### src/rtl/mini_core_pipe.sv
// mini_core_pipe
//   Three-stage in-order core: IF -> RD -> EX/WB. Instructions are {op, src1, src2, dst}:
//   op 00 add, 01 sub, 10 multiply (low DATA_W bits), 11 halt. Operands live in an
//   internal data memory. Programs and data are preloaded while load_en=1.
//
// Ports
//   clk          in   rising-edge clock
//   rst          in   asynchronous active-low reset (control state only; memories keep contents)
//   load_en      in   1 = load mode (pipeline cleared, memories writable), 0 = run
//   imem_we      in   instruction write strobe, writes imem[write pointer] and bumps the pointer
//   imem_wdata   in   instruction to write
//   dmem_we      in   data preload strobe
//   dmem_waddr   in   data preload address
//   dmem_wdata   in   data preload value
//   dbg_addr     in   debug read address
//   dbg_data     out  combinational dmem[dbg_addr]
//   pc           out  address of the instruction being fetched
//   stall        out  EX holds an unfinished multiply
//   retired      out  number of instructions written back (wraps at 2^16)
//   halted       out  sticky halt flag, cleared only by rst
module mini_core_pipe #(
    parameter int DATA_W  = 8,
    parameter int ADDR_W  = 6,
    parameter int IMEM_AW = 5,
    parameter int MUL_LAT = 3
) (
    input  logic                    clk,
    input  logic                    rst,
    input  logic                    load_en,
    input  logic                    imem_we,
    input  logic [2+3*ADDR_W-1:0]   imem_wdata,
    input  logic                    dmem_we,
    input  logic [ADDR_W-1:0]       dmem_waddr,
    input  logic [DATA_W-1:0]       dmem_wdata,
    input  logic [ADDR_W-1:0]       dbg_addr,
    output logic [DATA_W-1:0]       dbg_data,
    output logic [IMEM_AW-1:0]      pc,
    output logic                    stall,
    output logic [15:0]             retired,
    output logic                    halted
);

    localparam int INST_W = 2 + 3*ADDR_W;
    localparam int CNT_W  = (MUL_LAT > 1) ? $clog2(MUL_LAT) : 1;
    localparam logic [CNT_W-1:0] MUL_LAST = CNT_W'(MUL_LAT - 1);

    localparam logic [1:0] OP_ADD  = 2'b00;
    localparam logic [1:0] OP_SUB  = 2'b01;
    localparam logic [1:0] OP_MUL  = 2'b10;
    localparam logic [1:0] OP_HALT = 2'b11;

    // Multiply result truncated to the data width (arithmetic is modulo 2^DATA_W).
    function automatic logic [DATA_W-1:0] mul_lo(input logic [DATA_W-1:0] a,
                                                 input logic [DATA_W-1:0] b);
        logic [2*DATA_W-1:0] p;
        p = {{DATA_W{1'b0}}, a} * {{DATA_W{1'b0}}, b};
        return p[DATA_W-1:0];
    endfunction

    logic [INST_W-1:0] imem [2**IMEM_AW];
    logic [DATA_W-1:0] dmem [2**ADDR_W];

    // Control state
    logic [IMEM_AW-1:0] pc_q, wptr_q;
    logic               vld_p0_q, vld_p1_q, halted_q;
    logic [CNT_W-1:0]   cnt_q;
    logic [15:0]        retired_q;

    // Datapath state
    logic [INST_W-1:0]  inst_p0_q;
    logic [1:0]         op_p1_q;
    logic [ADDR_W-1:0]  dst_p1_q;
    logic [DATA_W-1:0]  a_p1_q, b_p1_q;
    logic [DATA_W-1:0]  a_p1_d, b_p1_d;

    logic               run, halt_ex, stall_w, wb, adv;
    logic [DATA_W-1:0]  ex_res;
    logic [1:0]         op_p0;
    logic [ADDR_W-1:0]  s1_p0, s2_p0, dst_p0;

    assign op_p0  = inst_p0_q[INST_W-1 -: 2];
    assign s1_p0  = inst_p0_q[3*ADDR_W-1 -: ADDR_W];
    assign s2_p0  = inst_p0_q[2*ADDR_W-1 -: ADDR_W];
    assign dst_p0 = inst_p0_q[ADDR_W-1:0];

    assign run     = !load_en && !halted_q;
    assign halt_ex = vld_p1_q && (op_p1_q == OP_HALT);
    // A multiply holds EX until its counter reaches the last cycle.
    assign stall_w = vld_p1_q && (op_p1_q == OP_MUL) && (cnt_q != MUL_LAST);
    assign wb      = run && vld_p1_q && !halt_ex && !stall_w;
    assign adv     = run && !halt_ex && !stall_w;

    always_comb begin
        ex_res = '0;
        case (op_p1_q)
            OP_ADD:  ex_res = a_p1_q + b_p1_q;
            OP_SUB:  ex_res = a_p1_q - b_p1_q;
            OP_MUL:  ex_res = mul_lo(a_p1_q, b_p1_q);
            default: ex_res = '0;
        endcase
    end

    // Forward the EX result when it is written back this cycle to a register RD reads.
    always_comb begin
        a_p1_d = dmem[s1_p0];
        b_p1_d = dmem[s2_p0];
        if (wb && (dst_p1_q == s1_p0)) a_p1_d = ex_res;
        if (wb && (dst_p1_q == s2_p0)) b_p1_d = ex_res;
    end

    // ---- control: pc, valids, multiply counter, halt, retire count
    always_ff @(posedge clk or negedge rst) begin
        if (!rst) begin
            pc_q      <= '0;
            wptr_q    <= '0;
            vld_p0_q  <= 1'b0;
            vld_p1_q  <= 1'b0;
            halted_q  <= 1'b0;
            cnt_q     <= '0;
            retired_q <= '0;
        end else begin
            if (load_en && imem_we) wptr_q <= wptr_q + 1'b1;
            if (load_en) begin
                pc_q     <= '0;
                vld_p0_q <= 1'b0;
                vld_p1_q <= 1'b0;
                cnt_q    <= '0;
            end else if (!halted_q) begin
                if (halt_ex) begin
                    halted_q <= 1'b1;
                    vld_p0_q <= 1'b0;
                    vld_p1_q <= 1'b0;
                end else if (stall_w) begin
                    cnt_q <= cnt_q + 1'b1;
                end else begin
                    cnt_q    <= '0;
                    pc_q     <= pc_q + 1'b1;
                    vld_p0_q <= 1'b1;
                    vld_p1_q <= vld_p0_q;
                end
            end
            if (wb) retired_q <= retired_q + 1'b1;
        end
    end

    // ---- IF -> RD boundary (p0) and RD -> EX boundary (p1)
    always_ff @(posedge clk) begin
        if (adv) begin
            inst_p0_q <= imem[pc_q];
            op_p1_q   <= op_p0;
            dst_p1_q  <= dst_p0;
            a_p1_q    <= a_p1_d;
            b_p1_q    <= b_p1_d;
        end
    end

    // ---- memories: load-mode writes and EX writeback never coincide
    always_ff @(posedge clk) begin
        if (load_en && imem_we) imem[wptr_q] <= imem_wdata;
        if (load_en && dmem_we) dmem[dmem_waddr] <= dmem_wdata;
        else if (wb)            dmem[dst_p1_q] <= ex_res;
    end

    assign dbg_data = dmem[dbg_addr];
    assign pc       = pc_q;
    assign stall    = stall_w;
    assign retired  = retired_q;
    assign halted   = halted_q;

endmodule
### config.mk
export PLATFORM = sky130hd
export DESIGN_NAME = mini_core_pipe
export DESIGN_NICKNAME = d
export VERILOG_FILES = /design/src/rtl/mini_core_pipe.sv
export SDC_FILE = /design/constraint.sdc
export NUM_CORES = 1
export LEC_CHECK = 0
export CORE_ASPECT_RATIO = 1.4
export CORE_MARGIN = 4
export CORE_UTILIZATION = 45
export CTS_CLUSTER_SIZE = 10
export DETAILED_ROUTE_END_ITERATION = 7
export PLACE_DENSITY_LB_ADDON = 0.1
export SYNTH_ARGS = -nofsm -noshare
export SYNTH_HDL_FRONTEND = slang
export SYNTH_SLANG_ARGS = --single-unit
### constraint.sdc
create_clock -name clk -period 9.85 [get_ports clk]
set_input_delay 1.4775 -clock clk [delete_from_list [all_inputs] [get_ports clk]]
set_output_delay 1.4775 -clock clk [all_outputs]
set_load 0.01 [all_outputs]
## Yosys cells after proc, flatten, opt, wreduce, memory -nomap -nowiden

Memory sizes are Yosys's and may differ from the RTL's. A register that Yosys moved wholly into a read port is not among the register bits.
Index checks and enable logic that the tools add are counted.

| operators by class | value |
|---|---|
| add/subtract/negate cells | 6 |
| multiply operators | 1 |
| equality and inequality tests | 8 |
| multiplexer cells | 29 |
| reductions and logical operators | 20 |

Operators with widths:

| operator | count |
|---|---|
| 8-bit case mux with 3 select lines | 1 |
| 5-bit two-way mux | 4 |
| 1-bit two-way mux | 18 |
| 16-bit by 1-bit adder with 16-bit output, second input constant | 1 |
| 1-bit logical AND | 11 |
| 5-bit by 1-bit adder with 5-bit output, second input constant | 2 |
| 8-bit adder | 1 |
| 8-bit by 8-bit multiplier with 8-bit output | 1 |
| 2-bit two-way mux | 4 |
| 8-bit two-way mux | 1 |
| 2-bit inequality test, second input constant | 4 |
| 8-bit OR reduction | 1 |
| 8-bit subtractor | 1 |
| 6-bit two-way mux | 1 |
| 2-bit == test, second input constant | 2 |
| 1-bit logical NOT | 4 |
| 2-bit AND reduction | 2 |
| 3-bit inequality test, second input constant | 1 |
| 3-bit AND reduction | 1 |
| 2-bit by 1-bit adder with 2-bit output, second input constant | 1 |
| 2-bit by 1-bit == test with 1-bit output, second input constant | 1 |
| 2-bit logical NOT | 1 |

| storage, ports and cells | value |
|---|---|
| register bits | 39 |
| memory bits (writable) | 1,152 |
| word-level logic and storage cells | 75 |
| memories kept | 2 |

Memories:

| name | depth | bits a word | rd ports | clocked after memory_dff | write ports | line | text |
|---|---|---|---|---|---|---|---|
| imem | 32 | 20 | 1 | 1 | 1 | 60 | `logic [INST_W-1:0] imem [2**IMEM_AW];` |
| dmem | 64 | 8 | 3 | 2 | 1 | 61 | `logic [DATA_W-1:0] dmem [2**ADDR_W];` |

## Longest topological paths before layout

| depth | value |
|---|---|
| depth after elaboration | 10 |
| depth in mapped cells | 18 |
| mapped depth without buffers | 17 |

## Worst setup path before layout

No wires, ideal clock.

| timing path | value |
|---|---|
| path type | register -> register |
| start | register b_p1_q[3] (read register of dmem) |
| end | memory dmem[0][7] (data pin) |
| library setup time | 0.768 ns |
| arrival | 6.642 ns |
| data required time | 9.082 ns |
| setup slack | 2.440 ns |
| stages on the path, launching flop included | 15 |
| buffers on the path | 1 |
| clock period less this slack | 7.410 ns |
| cells stage by stage | edfxtp_1 -> clkbuf_1 -> nand2_1 -> fa_1 -> fa_1 -> inv_1 -> fa_1 -> inv_1 -> fa_1 -> xor2_1 -> xnor3_1 -> xnor3_1 -> xnor3_1 -> a21boi_1 -> a222oi_1 |

| between the ends | value |
|---|---|
| word-level cells in the longest chain between the ends | 3 |
| elaborated cells on any way between the ends | 5 |

RTL lines:

| element | line | text |
|---|---|---|
| start: declaration | 73 | `logic [DATA_W-1:0] a_p1_q, b_p1_q;` |
| 8-bit by 8-bit multiplier with 8-bit output, or another cell as far along | 56 | `p = {{DATA_W{1'b0}}, a} * {{DATA_W{1'b0}}, b};` |
| 8-bit case mux with 3 select lines * | 95 | `case (op_p1_q)` |
| 8-bit two-way mux (no source line) * | -- |  |
| end: declaration | 61 |  |

Mark *: on every way between the ends. The rest lies on a longest branch, timed or not.

## Final worst setup path

| timing path | value |
|---|---|
| start | input port dbg_addr[1] |
| end | output port dbg_data[4] |

| between the ends | value |
|---|---|
| word-level cells in the longest chain between the ends | 1 |

RTL lines:

| element | line | text |
|---|---|---|
| start: declaration | 35 | `input logic [ADDR_W-1:0] dbg_addr,` |
| memory read 64 x 8 bit | -- |  |
| end: declaration | 36 | `output logic [DATA_W-1:0] dbg_data,` |

Every way passes these cells.

==> impl_metrics.toml <==
[routing]
avgViaCountPerCell = 6.61
finalWirelength_mm = 160
ant_nets = 0
vias = 29422
routed_wire_length_per_instance_um = 36.0
drc_violation_count_after_routing = 0
highest_metal_layer_with_signal_wires = "met5"
drt_pre_antenna_iters = 7
met2_length_mm = 80.3
drt_first_iter_violations = 3398
dr_wl_met3_mm = 14.2
drt-met1-wl_mm = 58.3

[critical_path]
critPathRequiredTime_ns = 8.37
reg2regPathDepth = 15
startpoint_type = "input port"
worst_case_register_to_register_setup_slack_ns = 4.40
worst_setup_path_startpoint = "dbg_addr[1]"
worst_r2r_startpoint = "b_p1_q[2]$_DFFE_PP_"
path_max_fanout = 66
crit_end = "dbg_data[4]"
timing_worst_setup_path_type = "in2out"
timing.rr.end = "b_p1_q[7]$_DFFE_PP_"
crit_arrival_ns = 5.08
crit_path_capture_type = "primary output"

[cells_and_area]
fillerInstances = 9744
sequential_cell_area_mm2 = 0.0367
final_core_density_pct = 50.9
postLayoutCellArea_mm2 = 0.0634
most-common-layout-cells = "sky130_fd_sc_hd__edfxtp_1, sky130_fd_sc_hd__mux4_2, sky130_fd_sc_hd__clkbuf_16"
layout-drive-gt1-share_pct = 36.3
area_delta_synth_final_pct = 11.9
finalNetCount = 2862
multi_input_area_mm2 = 0.0192
commonest_non_fill_non_tap_cell_in_the_layout = "sky130_fd_sc_hd__edfxtp_1"

[timing]
timing.final.setup_violations = 0
final_critical_path_share_of_the_clock_period_pct = 66.6
maxClockFrequency_mhz = 152
fin_crit_ns = 6.56
hold_violations = 0
worst_slew_margin_rel_pct = 12.7
grt_setup_unrepaired = "false"
final_worst_clock_skew_ns = 0.0189
setup_tns_ns = 0
finalMaxSlewViolations = 0
worst_pin_slew_ns = 1.30

[die]
ioPinCount = 76
die_area_mm2 = 0.132
row_count = 153
design.core.area_mm2 = 0.125
initial_utilization_pct = 45.5
die_height_um = 428
chipWidth_um = 308

[clock_network]
htreeDepth = 4
number_of_buffers_inserted_during_clock_tree_synthesis = 143
ctsResizeCount = 0
root_buffer = "sky130_fd_sc_hd__clkbuf_16"
setup_repair_bufs_after_cts = 0
cts-root-to-sink-buffers = 3
cts_hold_buffers = 0
clk_pin_slew_ns = 0.05
clock_tree_from_tritoncts = "built"
cts_sinks = 1227
clock_insertion_delay_worst_skew_ns = 0.76

[yosys]
synth-main-ff-cell = "sky130_fd_sc_hd__edfxtp_1"
postSynthAreaPerCell_um2 = 21.4
synth_async_sr_flop_share_pct = 2.53
post_synth_instance_area_mm2 = 0.0567
synth_cell_types = 58
synth_enable_flop_cells = 1196
syn_inst = 2654
ys_ff_latch = 1227
synth_warnings = 0
synth.net_count = 2744
ys_seq_area_share_pct = 64.7

[power]
leakagePower_nw = 19.5
design_power_total_mw = 11.0
power_per_cell_area_mw_per_mm2 = 173
irDropWorstVdd_v = 0.000187

[job]
max_capacitance_violation_count = 0

[placement]
io_buffer_count = 75
detailed_place.area_mm2 = 0.0595
gp_congestion = 0.940
dp.final_hpwl_mm = 102

[global_route]
grt_total_ovfl = 0
antenna_found_initial = 7
grt.total_usage_pct = 24.6
grt_pass1_wl_mm = 230
number_of_global_route_vias_before_repair = 30816
pin_count_of_the_biggest_net_entering_global_routing = 130

[min_path]
hold_class = "reg2reg"

[outcome]
run_status = "completed"
per-stage QoR:
stage	hold slack [ns]	cells	setup WS, ns
floorplan	0.400	2654	2.44
global placement	0.404	4254	3.43
detailed placement	0.412	4254	3.27
CTS	0.425	4448	3.27
global route	0.433	4448	3.23
finish	0.422	4451	3.29
area by class of cell:
type,instances,area share (%)
diodes,3,0.0118
well taps,1627,3.21
inverters,42,0.248
clock buffers,181,6.02
multi-input cells,1200,30.3
flip-flops and latches,1227,57.9
repair buffers,158,2.22
clock inverters,13,0.158
worst min-delay path by stage:
stage,start,endpoint,slack [ns],cells past startpoint
CTS,inst_p0_q[1]$_DFFE_PP_,dst_p1_q[1]$_DFFE_PP_,0.42,0
detailed placement,inst_p0_q[1]$_DFFE_PP_,dst_p1_q[1]$_DFFE_PP_,0.41,0
global placement,inst_p0_q[18]$_DFFE_PP_,op_p1_q[0]$_DFFE_PP_,0.40,0
floorplan,inst_p0_q[0]$_DFFE_PP_,dst_p1_q[0]$_DFFE_PP_,0.40,0
global route,inst_p0_q[4]$_DFFE_PP_,dst_p1_q[4]$_DFFE_PP_,0.43,0
finish,inst_p0_q[1]$_DFFE_PP_,dst_p1_q[1]$_DFFE_PP_,0.42,0
worst max-delay path, cell delays in order:
cell,delay (ns)
sky130_fd_sc_hd__buf_4,0.77
sky130_fd_sc_hd__buf_4,0.70
sky130_fd_sc_hd__mux4_2,0.44
sky130_fd_sc_hd__mux4_2,0.54
sky130_fd_sc_hd__mux4_2,0.56
sky130_fd_sc_hd__clkdlybuf4s50_1,0.51
state kept, by name, indices dropped and copies added, names as in the netlist:
name       count
inst_p0_q     20
retired       16
op_p1_q        2
dmem         512
imem         640
dst_p1_q       6
halted         1
b_p1_q         8
vld_p0_q       1
a_p1_q         8
vld_p1_q       1
wptr_q         5
cnt_q          2
pc             5
per-layer routing:
metal | track usage, % | vias up
li1 | - | 11622
met1 | 31.5 | 15985
met2 | 40.3 | 1531
met3 | 6.29 | 274
met4 | 10.6 | 10
met5 | 0 | -
cells in the mapped netlist, drive strengths merged, types with 3 or more instances:
library cell | instances | area share, %
edfxtp | 1196 | 63
mux4 | 688 | 27
nor2 | 131 | 0.87
clkbuf | 109 | 0.72
buf | 76 | 0.65
nand2 | 63 | 0.42
inv | 42 | 0.28
mux2 | 39 | 0.77
xnor2 | 38 | 0.59
ha | 32 | 0.71
dfrtp | 31 | 1.4
a22oi | 30 | 0.40
a21oi | 22 | 0.21
and2 | 18 | 0.21
xor2 | 16 | 0.25
fa | 13 | 0.46
nor2b | 13 | 0.14
o21ai | 13 | 0.11
nand3 | 12 | 0.11
mux2i | 9 | 0.16
nand4 | 8 | 0.088
nor3 | 6 | 0.053
nand2b | 5 | 0.055
a31oi | 4 | 0.044
a211oi | 3 | 0.040
a21o | 3 | 0.040
nand3b | 3 | 0.040
o21a | 3 | 0.040
xnor3 | 3 | 0.12
kinds of logic (layout without fill, tap and decap cells):
family / count (synthesis) / count (layout) / synth area share, %
other: 0 / 3 / 0
XOR/XNOR: 57 / 57 / 0.954
flip-flops: 1227 / 1227 / 64.7
multiplexers: 736 / 736 / 28.3
AO/OA/AOI/OAI: 90 / 90 / 1.08
buffers and inverters: 227 / 394 / 1.65
AND/OR/NAND/NOR: 272 / 272 / 2.17
adder cells (fa/ha/maj): 45 / 45 / 1.17
where the power goes:
group / internal [mW] / total, mW / switching [mW]
clock: 2.68 / 4.65 / 1.97
sequential: 5.83 / 5.87 / 0.0401
combinational: 0.169 / 0.481 / 0.312
Power figures use the tool's default switching activity.
